## src/rtl/cpu_defs.sv

```systemverilog
// rtl/cpu_defs.sv - shared CPU definitions for the fetch stage
// Purpose: widths, NOP encoding, fetch FSM state type and PC alignment mask.
// Ports: none (package).
package cpu_defs;

  localparam int INST_W = 32;
  localparam int PC_W   = 32;

  localparam logic [INST_W-1:0] NOP_INST      = 32'h0000_0000;
  localparam logic [PC_W-1:0]   PC_ALIGN_MASK = 32'hFFFF_FFFC;

  typedef enum logic {
    IF_IDLE = 1'b0,
    IF_RUN  = 1'b1
  } if_state_e;

endpackage

```

## src/rtl/if_stage_if.sv

```systemverilog
// rtl/if_stage_if.sv - instruction ROM bus between fetch stage and ROM
// Purpose: groups ROM enable, word address and returned instruction.
// Signals: rom_ce_o (enable), rom_addr_o[ADDR_W] (word address),
//          rom_inst_i[32] (combinational instruction from the ROM).
// Modports: master = fetch stage side, slave = ROM side.
interface if_stage_if #(
  parameter int ADDR_W = 6
);

  logic              rom_ce_o;
  logic [ADDR_W-1:0] rom_addr_o;
  logic [31:0]       rom_inst_i;

  modport master (
    output rom_ce_o,
    output rom_addr_o,
    input  rom_inst_i
  );

  modport slave (
    input  rom_ce_o,
    input  rom_addr_o,
    output rom_inst_i
  );

endinterface

```

## src/rtl/if_stage_pc_gen.sv

```systemverilog
// rtl/if_stage_pc_gen.sv - fetch FSM, program counter and next-PC priority mux
// Purpose: owns the IDLE/RUN state, the PC register and ROM enable/address.
// Ports: clk, rst (async, active-high); stall_i, branch_flag_i,
//        branch_target_i, flush_i, new_pc_i (redirect controls);
//        pc_o (current fetch PC); rom_ce_o, rom_addr_o (ROM request);
//        load_o (IF/ID captures a real instruction this edge);
//        bubble_o (IF/ID is cleared this edge).
module if_pc_gen
  import cpu_defs::*;
#(
  parameter int              ADDR_W   = 6,
  parameter logic [PC_W-1:0] RESET_PC = 32'h0000_0000
) (
  input  logic              clk,
  input  logic              rst,
  input  logic              stall_i,
  input  logic              branch_flag_i,
  input  logic [PC_W-1:0]   branch_target_i,
  input  logic              flush_i,
  input  logic [PC_W-1:0]   new_pc_i,
  output logic [PC_W-1:0]   pc_o,
  output logic              rom_ce_o,
  output logic [ADDR_W-1:0] rom_addr_o,
  output logic              load_o,
  output logic              bubble_o
);

  if_state_e       state_q, state_d;
  logic [PC_W-1:0] pc_q, pc_d;

  always_ff @(posedge clk or posedge rst) begin
    if (rst) begin
      state_q <= IF_IDLE;
      pc_q    <= RESET_PC;
    end else begin
      state_q <= state_d;
      pc_q    <= pc_d;
    end
  end

  // Priority in RUN: flush > stall > branch > sequential.
  // IDLE only spends one edge so RESET_PC becomes the first fetched address.
  always_comb begin
    state_d  = state_q;
    pc_d     = pc_q;
    load_o   = 1'b0;
    bubble_o = 1'b0;
    case (state_q)
      IF_IDLE: begin
        state_d = IF_RUN;
      end
      IF_RUN: begin
        if (flush_i) begin
          pc_d     = new_pc_i & PC_ALIGN_MASK;
          bubble_o = 1'b1;
        end else if (stall_i) begin
          // Branch is held by ID until the stall releases.
          pc_d = pc_q;
        end else if (branch_flag_i) begin
          pc_d   = branch_target_i & PC_ALIGN_MASK;
          load_o = 1'b1;
        end else begin
          pc_d   = pc_q + 32'd4;
          load_o = 1'b1;
        end
      end
      default: begin
        state_d = IF_IDLE;
      end
    endcase
  end

  assign pc_o       = pc_q;
  assign rom_ce_o   = (state_q == IF_RUN);
  assign rom_addr_o = pc_q[ADDR_W+1:2];

endmodule

```

## src/rtl/if_stage.sv

```systemverilog
// rtl/if_stage.sv - instruction fetch stage with IF/ID pipeline register
// Purpose: drives the instruction ROM and captures its output into IF/ID.
// Optional macro IF_PERF_CNT_EN adds fetch_cnt_o, a saturating count of
// edges that load a real instruction into IF/ID.
// Ports: clk, rst (async, active-high); stall_i; branch_flag_i,
//        branch_target_i; flush_i, new_pc_i; rom (ROM bus, master);
//        pc_o; id_pc_o, id_inst_o (IF/ID register); fetch_cnt_o (optional).
module if_stage
  import cpu_defs::*;
#(
  parameter int              ADDR_W   = 6,
  parameter logic [PC_W-1:0] RESET_PC = 32'h0000_0000
) (
  input  logic              clk,
  input  logic              rst,
  input  logic              stall_i,
  input  logic              branch_flag_i,
  input  logic [PC_W-1:0]   branch_target_i,
  input  logic              flush_i,
  input  logic [PC_W-1:0]   new_pc_i,
  if_stage_if.master        rom,
  output logic [PC_W-1:0]   pc_o,
`ifdef IF_PERF_CNT_EN
  output logic [31:0]       fetch_cnt_o,
`endif
  output logic [PC_W-1:0]   id_pc_o,
  output logic [INST_W-1:0] id_inst_o
);

  logic              load;
  logic              bubble;
  logic              rom_ce;
  logic [ADDR_W-1:0] rom_addr;
  logic [PC_W-1:0]   id_pc_q;
  logic [INST_W-1:0] id_inst_q;

  if_pc_gen #(
    .ADDR_W   (ADDR_W),
    .RESET_PC (RESET_PC)
  ) u_pc_gen (
    .clk             (clk),
    .rst             (rst),
    .stall_i         (stall_i),
    .branch_flag_i   (branch_flag_i),
    .branch_target_i (branch_target_i),
    .flush_i         (flush_i),
    .new_pc_i        (new_pc_i),
    .pc_o            (pc_o),
    .rom_ce_o        (rom_ce),
    .rom_addr_o      (rom_addr),
    .load_o          (load),
    .bubble_o        (bubble)
  );

  assign rom.rom_ce_o   = rom_ce;
  assign rom.rom_addr_o = rom_addr;

  // Branches keep the delay slot: the instruction at the current PC is
  // captured exactly as in the sequential case.
  always_ff @(posedge clk or posedge rst) begin
    if (rst) begin
      id_pc_q   <= '0;
      id_inst_q <= NOP_INST;
    end else if (bubble) begin
      id_pc_q   <= '0;
      id_inst_q <= NOP_INST;
    end else if (load) begin
      id_pc_q   <= pc_o;
      id_inst_q <= rom.rom_inst_i;
    end
  end

  assign id_pc_o   = id_pc_q;
  assign id_inst_o = id_inst_q;

`ifdef IF_PERF_CNT_EN
  logic [31:0] fetch_cnt_q;

  always_ff @(posedge clk or posedge rst) begin
    if (rst) begin
      fetch_cnt_q <= '0;
    end else if (load && (fetch_cnt_q != 32'hFFFF_FFFF)) begin
      fetch_cnt_q <= fetch_cnt_q + 32'd1;
    end
  end

  assign fetch_cnt_o = fetch_cnt_q;
`endif

endmodule
```

## src/flat_wrapper.sv

```systemverilog
// flat-port wrapper written by rule: the top's interface ports become plain ports
module if_stage_flat import cpu_defs::*;
#(
  parameter int              ADDR_W   = 6,
  parameter logic [PC_W-1:0] RESET_PC = 32'h0000_0000
)
  (clk, rst, stall_i, branch_flag_i, branch_target_i, flush_i, new_pc_i, pc_o, id_pc_o, id_inst_o, rom_rom_ce_o, rom_rom_addr_o, rom_rom_inst_i);
  if_stage_if #(.ADDR_W(ADDR_W)) rom_i ();
  input  logic clk;
  input  logic rst;
  input  logic stall_i;
  input  logic branch_flag_i;
  input  logic [PC_W-1:0] branch_target_i;
  input  logic flush_i;
  input  logic [PC_W-1:0] new_pc_i;
  output logic [PC_W-1:0] pc_o;
  output logic [PC_W-1:0] id_pc_o;
  output logic [INST_W-1:0] id_inst_o;
  output wire logic [$bits(rom_i.rom_ce_o)-1:0] rom_rom_ce_o;
  output wire logic [$bits(rom_i.rom_addr_o)-1:0] rom_rom_addr_o;
  input wire logic [$bits(rom_i.rom_inst_i)-1:0] rom_rom_inst_i;
  assign rom_rom_ce_o = rom_i.rom_ce_o;
  assign rom_rom_addr_o = rom_i.rom_addr_o;
  assign rom_i.rom_inst_i = rom_rom_inst_i;
  if_stage #(.ADDR_W(ADDR_W), .RESET_PC(RESET_PC)) u_core (.clk(clk), .rst(rst), .stall_i(stall_i), .branch_flag_i(branch_flag_i), .branch_target_i(branch_target_i), .flush_i(flush_i), .new_pc_i(new_pc_i), .rom(rom_i), .pc_o(pc_o), .id_pc_o(id_pc_o), .id_inst_o(id_inst_o));
endmodule
```

## config.mk

```make
export PLATFORM = sky130hd
export DESIGN_NAME = if_stage_flat
export DESIGN_NICKNAME = d
export VERILOG_FILES = /design/src/rtl/cpu_defs.sv /design/src/rtl/if_stage_if.sv /design/src/rtl/if_stage_pc_gen.sv /design/src/rtl/if_stage.sv /design/src/flat_wrapper.sv
export SDC_FILE = /design/constraint.sdc
export NUM_CORES = 1
export LEC_CHECK = 0
export ABC_AREA = 0
export ABC_CLOCK_PERIOD_IN_PS = 2700
export BUFFER_PORTS_ARGS = -buffer_cell sky130_fd_sc_hd__buf_2
export CORE_MARGIN = 1.5
export CORE_UTILIZATION = 43
export DETAILED_ROUTE_END_ITERATION = 8
export GPL_ROUTABILITY_DRIVEN = 0
export PLACE_DENSITY = 0.76
export SYNTH_ARGS = -nofsm -noshare
export SYNTH_HDL_FRONTEND = slang
export SYNTH_SLANG_ARGS = --single-unit
```

## constraint.sdc

```tcl
create_clock -name clk -period 2.7 [get_ports clk]
set_input_delay 0.135 -clock clk [delete_from_list [all_inputs] [get_ports clk]]
set_output_delay 0.135 -clock clk [all_outputs]
set_load 0.05 [all_outputs]
```

## Yosys cells after proc, flatten, opt, wreduce, memory -nomap -nowiden

Index checks and enable logic that the tools add are counted.

- $add $sub $neg: 1
- Multiply operators: 0
- Divide/modulo/power cells: 0
- Magnitude comparators: 0
- Equal/unequal tests: 1
- Shifts and indexed selects: 0
- Multiplexer cells: 12
- Bitwise gates (word level): 0
- Reductions and logical operators: 2

Operator list:

| operator | number |
|---|---|
| $mux W32 | 7 |
| $add A32 B3 Y32 const B | 1 |
| $mux W1 | 5 |
| $ne A2 B1 Y1 const B | 1 |
| $reduce_and A2 Y1 | 1 |
| $reduce_bool A2 Y1 | 1 |

- Bits in registers: 97
- Latch bits: 0
- Bits in writable memories: 0
- ROM bits: 0
- Output and inout bits: 103
- Logic and storage cells: 20
- Memories kept: 0

## Longest topological paths before layout

- Depth after elaboration: 5
- Gate-level depth with buffers: 6
- Mapped depth without buffers: 6

## Modules after synthesis

From an unflattened synthesis, not the netlist that was laid out.

- Cells, all modules: 514
- Area, all modules: 5034.8 um^2

Modules (own cells, without submodules):

| module | instances | cells an instance | area an instance (um^2) | sequential area each (um^2) |
|---|---|---|---|---|
| if_stage | 1 | 207 | 2621.3 | 1601.5 |
| if_pc_gen | 1 | 307 | 2413.6 | 775.7 |

## Worst setup path after synthesis

OpenSTA, ideal clock, no wires.

- Kind: register to register
- From: register u_core.u_pc_gen.pc_q[3], in the netlist u_core.u_pc_gen.pc_o[3]
- To: register u_core.u_pc_gen.pc_q[20], in the netlist u_core.u_pc_gen.pc_o[20]
- Setup time: 0.121 ns
- Arrival time: 2.138 ns
- Required time: 2.579 ns
- Slack: 0.441 ns
- Cell stages (with the launch flop): 7
- Path through: dfrtp_1 ha_1 nand3_2 or4_4 nor3_1 o21ai_0 a22o_1

- Longest elaborated chain between the ends: 4

Ends and longest elaborated chain:

| item | line | RTL |
|---|---|---|
| start, declared | if_stage_pc_gen.sv:29 | `logic [PC_W-1:0] pc_q, pc_d;` |
| start signal, assigned | if_stage_pc_gen.sv:37 | `pc_q <= pc_d;` |
| $add A32 B3 Y32 | if_stage_pc_gen.sv:63 | `pc_d = pc_q + 32'd4;` |
| $mux W32 | if_stage_pc_gen.sv:59 | `end else if (branch_flag_i) begin` |
| $mux W32 | if_stage_pc_gen.sv:56 | `end else if (stall_i) begin` |
| $mux W32 | if_stage_pc_gen.sv:53 | `if (flush_i) begin` |

Every way passes these cells. The select of a mux whose other input is x is not followed.
A chain may end at the register's enable or synchronous reset.

## Worst setup path in the final report

- From: register u_core.u_pc_gen.pc_q[2], in the netlist u_core.u_pc_gen.pc_o[2]
- To: register u_core.u_pc_gen.pc_q[24], in the netlist u_core.u_pc_gen.pc_o[24]

Same word-level chain as after synthesis.

==> summary.txt <==
Final layout
  – Ant diodes: 0
  – Filler cells: 871
  – FF/Latch Area: 0.00235 mm2
  – Layout area overhead: 35.2%
  – Most frequent cells in the layout: 197 x buf_2, 94 x dfrtp_1, 66 x a22o_1
  – # nets final: 744
  – Layout cells sized above 1: 0.363
  – Commonest non-fill, non-tap cell in the layout: buf_2
  – Multi-input gate area: 0.00200 mm2

Job
  – Max-cap violations: 0

Global route
  – First-pass GRT wire length: 22.9 mm
  – Largest net degree at the start of global routing: 61
  – All-Layer GR Usage: 0.260
  – Grt ovf: 0
  – Antenna violations before repair: 1
  – Vias in the first global route: 4352

STA
  – Max Fclk: 447 MHz
  – RSZ-0062 raised after global routing: false
  – Final Setup Violations: 0
  – Fin. Hold Viols: 0
  – Post-route setup slack: 0.461 ns
  – Slew headroom: 0.406
  – TNS Setup: 0 ns
  – Tmin final: 2.24 ns
  – Worst-margin pin slew: 0.888 ns
  – Layout Skew: 0.00780 ns
  – Tcrit/Tclk final: 0.829
  – Max-slew violations: 0

Die
  – Core Box Area: 0.0103 mm2
  – Number of core rows: 37
  – Initial cell density of the core: 0.442
  – Ports: 204
  – Die Y: 106 um
  – Die span in x: 106 um
  – Die area: 0.0112 mm2

Routing
  – Routed wire length: 14.2 mm
  – Avg WL per Cell: 18.1 um
  – First-iteration detailed-routing DRC count: 516
  – Via Count: 4460
  – Drc violations: 0
  – Vias/cell: 5.70
  – ANT nets after route: 0
  – Detailed Routing Iterations Pass 1: 5

Synth
  – Synthesized instance count: 430
  – YS warnings: 0
  – Synth cell types: 59
  – Area share of the leading cell type in the synthesized netlist: 0.515
  – Synth Register Bits: 94
  – Yosys top cell by area: dfrtp_1
  – Number of synthesized flops with an enable pin: 0
  – Largest cells by area after synthesis: dfrtp_1 52%, a22o_1 13%, a21oi_1 2.7%, o21ai_0 2.7%, clkbuf_1 2.0%
  – Sequential share of the synthesized area: 0.515
  – Asr flop ratio synth: 1.00
  – Ys flop type: dfrtp_1
  – Synth Area per Inst: 10.6 um2
  – Synthesized cell area: 0.00456 mm2

Clock tree
  – Post_cts resized: 0
  – Max H-tree Level: 3
  – Cts-stage hold buffer count: 33
  – Worst skew pair latency: 0.36 ns
  – Sinks on Clock Net: 94
  – Cts bufs inserted: 9
  – Post-CTS Setup Bufs: 0
  – CTS tree: built
  – Clock root cell: clkbuf_8
  – Worst-path clk slew: 0.10 ns
  – CTS max path bufs: 2

Setup path
  – Slowest cell on crit path: nor4_4
  – Buf+Inv Stages, Crit Path: 0
  – Critical path fanouts, max: 7
  – Slowest stage delay, CP: 0.55 ns
  – Req. time, crit path: 3.01 ns
  – CP top delay family: simple AND/OR/NAND/NOR gates
  – Crit-path cells: ha_1 > nand3_2 > nor4_4 > nand2_1 > o41ai_1 > a21bo_1
  – Critical Path Sink Type: register
  – Startpoint Class: register
  – Crit path kind: register to register
  – Worst EP arrival: 2.55 ns

Place
  – Post-DP HPWL: 9.31 mm
  – Port Buffers: 197
  – Place WS: 0.492 ns

Power and ir drop
  – Peak supply drop: 0.315 mV
  – Leakage: 3.12 nW
  – PwrDens: 635 mW/mm2

Run status
  – Status: finished clean

Hold path
  – Worst Hold Class: input pin to register
[Yosys cell counts, drive strengths merged, types with 2 or more instances]
library cell and n:
nor4 3, and4 2, xnor2 6, clkbuf 24, o211ai 4, xor2 8, o2bb2ai 5, inv 9
and2 6, a41oi 2, nor2 19, a21o 2, a22oi 7, o21ai 28, o21a 4, nor3 7
o22ai 3, nand2b 2, a21oi 25, mux2i 4, and3 10, o41ai 3, a221o 3, conb 2
buf 17, dfrtp 94, a22o 67, nand2 24, nand3 12, nand4 9
[power breakdown]
group	leakage [nW]	internal, mW	total (mW)	switching, mW
Combinational	1.82	0.382	1.31	0.927
Sequential	1.22	1.56	1.74	0.181
Clock	0.0824	0.344	0.870	0.526
[path summary, 6_finish.rpt]
path,startpoint,to,slack [ns],cells after the start
max,u_core.u_pc_gen.pc_o[2]$_DFFE_PP0P_,u_core.u_pc_gen.pc_o[24]$_DFFE_PP0P_,0.46,6
min,new_pc_i[12],u_core.u_pc_gen.pc_o[12]$_DFFE_PP0P_,0.02,3
max reg2reg,u_core.u_pc_gen.pc_o[2]$_DFFE_PP0P_,u_core.u_pc_gen.pc_o[24]$_DFFE_PP0P_,0.46,6
min reg2reg,u_core.id_pc_o[1]$_DFFE_PP0P_,u_core.id_pc_o[1]$_DFFE_PP0P_,0.51,1
max in group asynchronous,rst,u_core.u_pc_gen.pc_o[5]$_DFFE_PP0P_,1.46,4
min in group asynchronous,rst,u_core.id_inst_o[12]$_DFFE_PP0P_,0.46,3
[flip-flops by register name, summed over array words and instances (netlist names)]
register and cells:
u_core.id_pc_o 31, u_core.u_pc_gen.rom_ce_o 1, u_core.u_pc_gen.pc_o 30, u_core.id_inst_o 32
[cell type report]
class / count / share of cell area
clock inverter: 7 / 0.00933
clock buffer: 9 / 0.0201
tap: 136 / 0.0276
sequential: 94 / 0.381
inverter: 10 / 0.00649
timing repair buffer: 241 / 0.231
multi-input combinational: 286 / 0.324
[cell families (layout without fill, tap and decap cells)]
| logic type | after synthesis | count (layout) | synth area share |
|---|---|---|---|
| other | 2 | 3 | 0.00165 |
| DFF | 94 | 94 | 0.515 |
| muxes | 4 | 4 | 0.00877 |
| buffers and inverters | 51 | 267 | 0.0502 |
| adders and majority gates | 1 | 1 | 0.00274 |
| and+or+nand+nor | 96 | 96 | 0.119 |
| xor gates and xnor gates | 14 | 14 | 0.0269 |
| AOI/OAI and AO/OA | 168 | 168 | 0.275 |
[metrics by stage]
stage / hold WS [ns] / std cells / util / power [mW] / instance area, um2
final: 0.0159 / 783 / 0.598 / 3.92 / 6170
after global routing: 0.00593 / 783 / 0.598 / 4.11 / 6170
after global placement: 0.313 / 733 / 0.547 / 3.01 / 5650
after detailed placement: 0.319 / 733 / 0.547 / 3.03 / 5650
after floorplan: 0.268 / 431 / - / 2.68 / 4570
after CTS: 0.000609 / 782 / 0.597 / 3.94 / 6160
[tightest hold or removal path: stages]
cell and delay [ns]:
buf_2 0.08, a22oi_1 0.05, o21ai_0 0.07
[routing by layer]
layer,vias to the layer above,track usage,wire (um)
met5,-,0,10
met3,34,0.0478,935
met1,2169,0.345,6090
met2,219,0.417,6770
met4,2,0.110,378
li1,2036,-,-
Power figures use the tool's default switching activity.
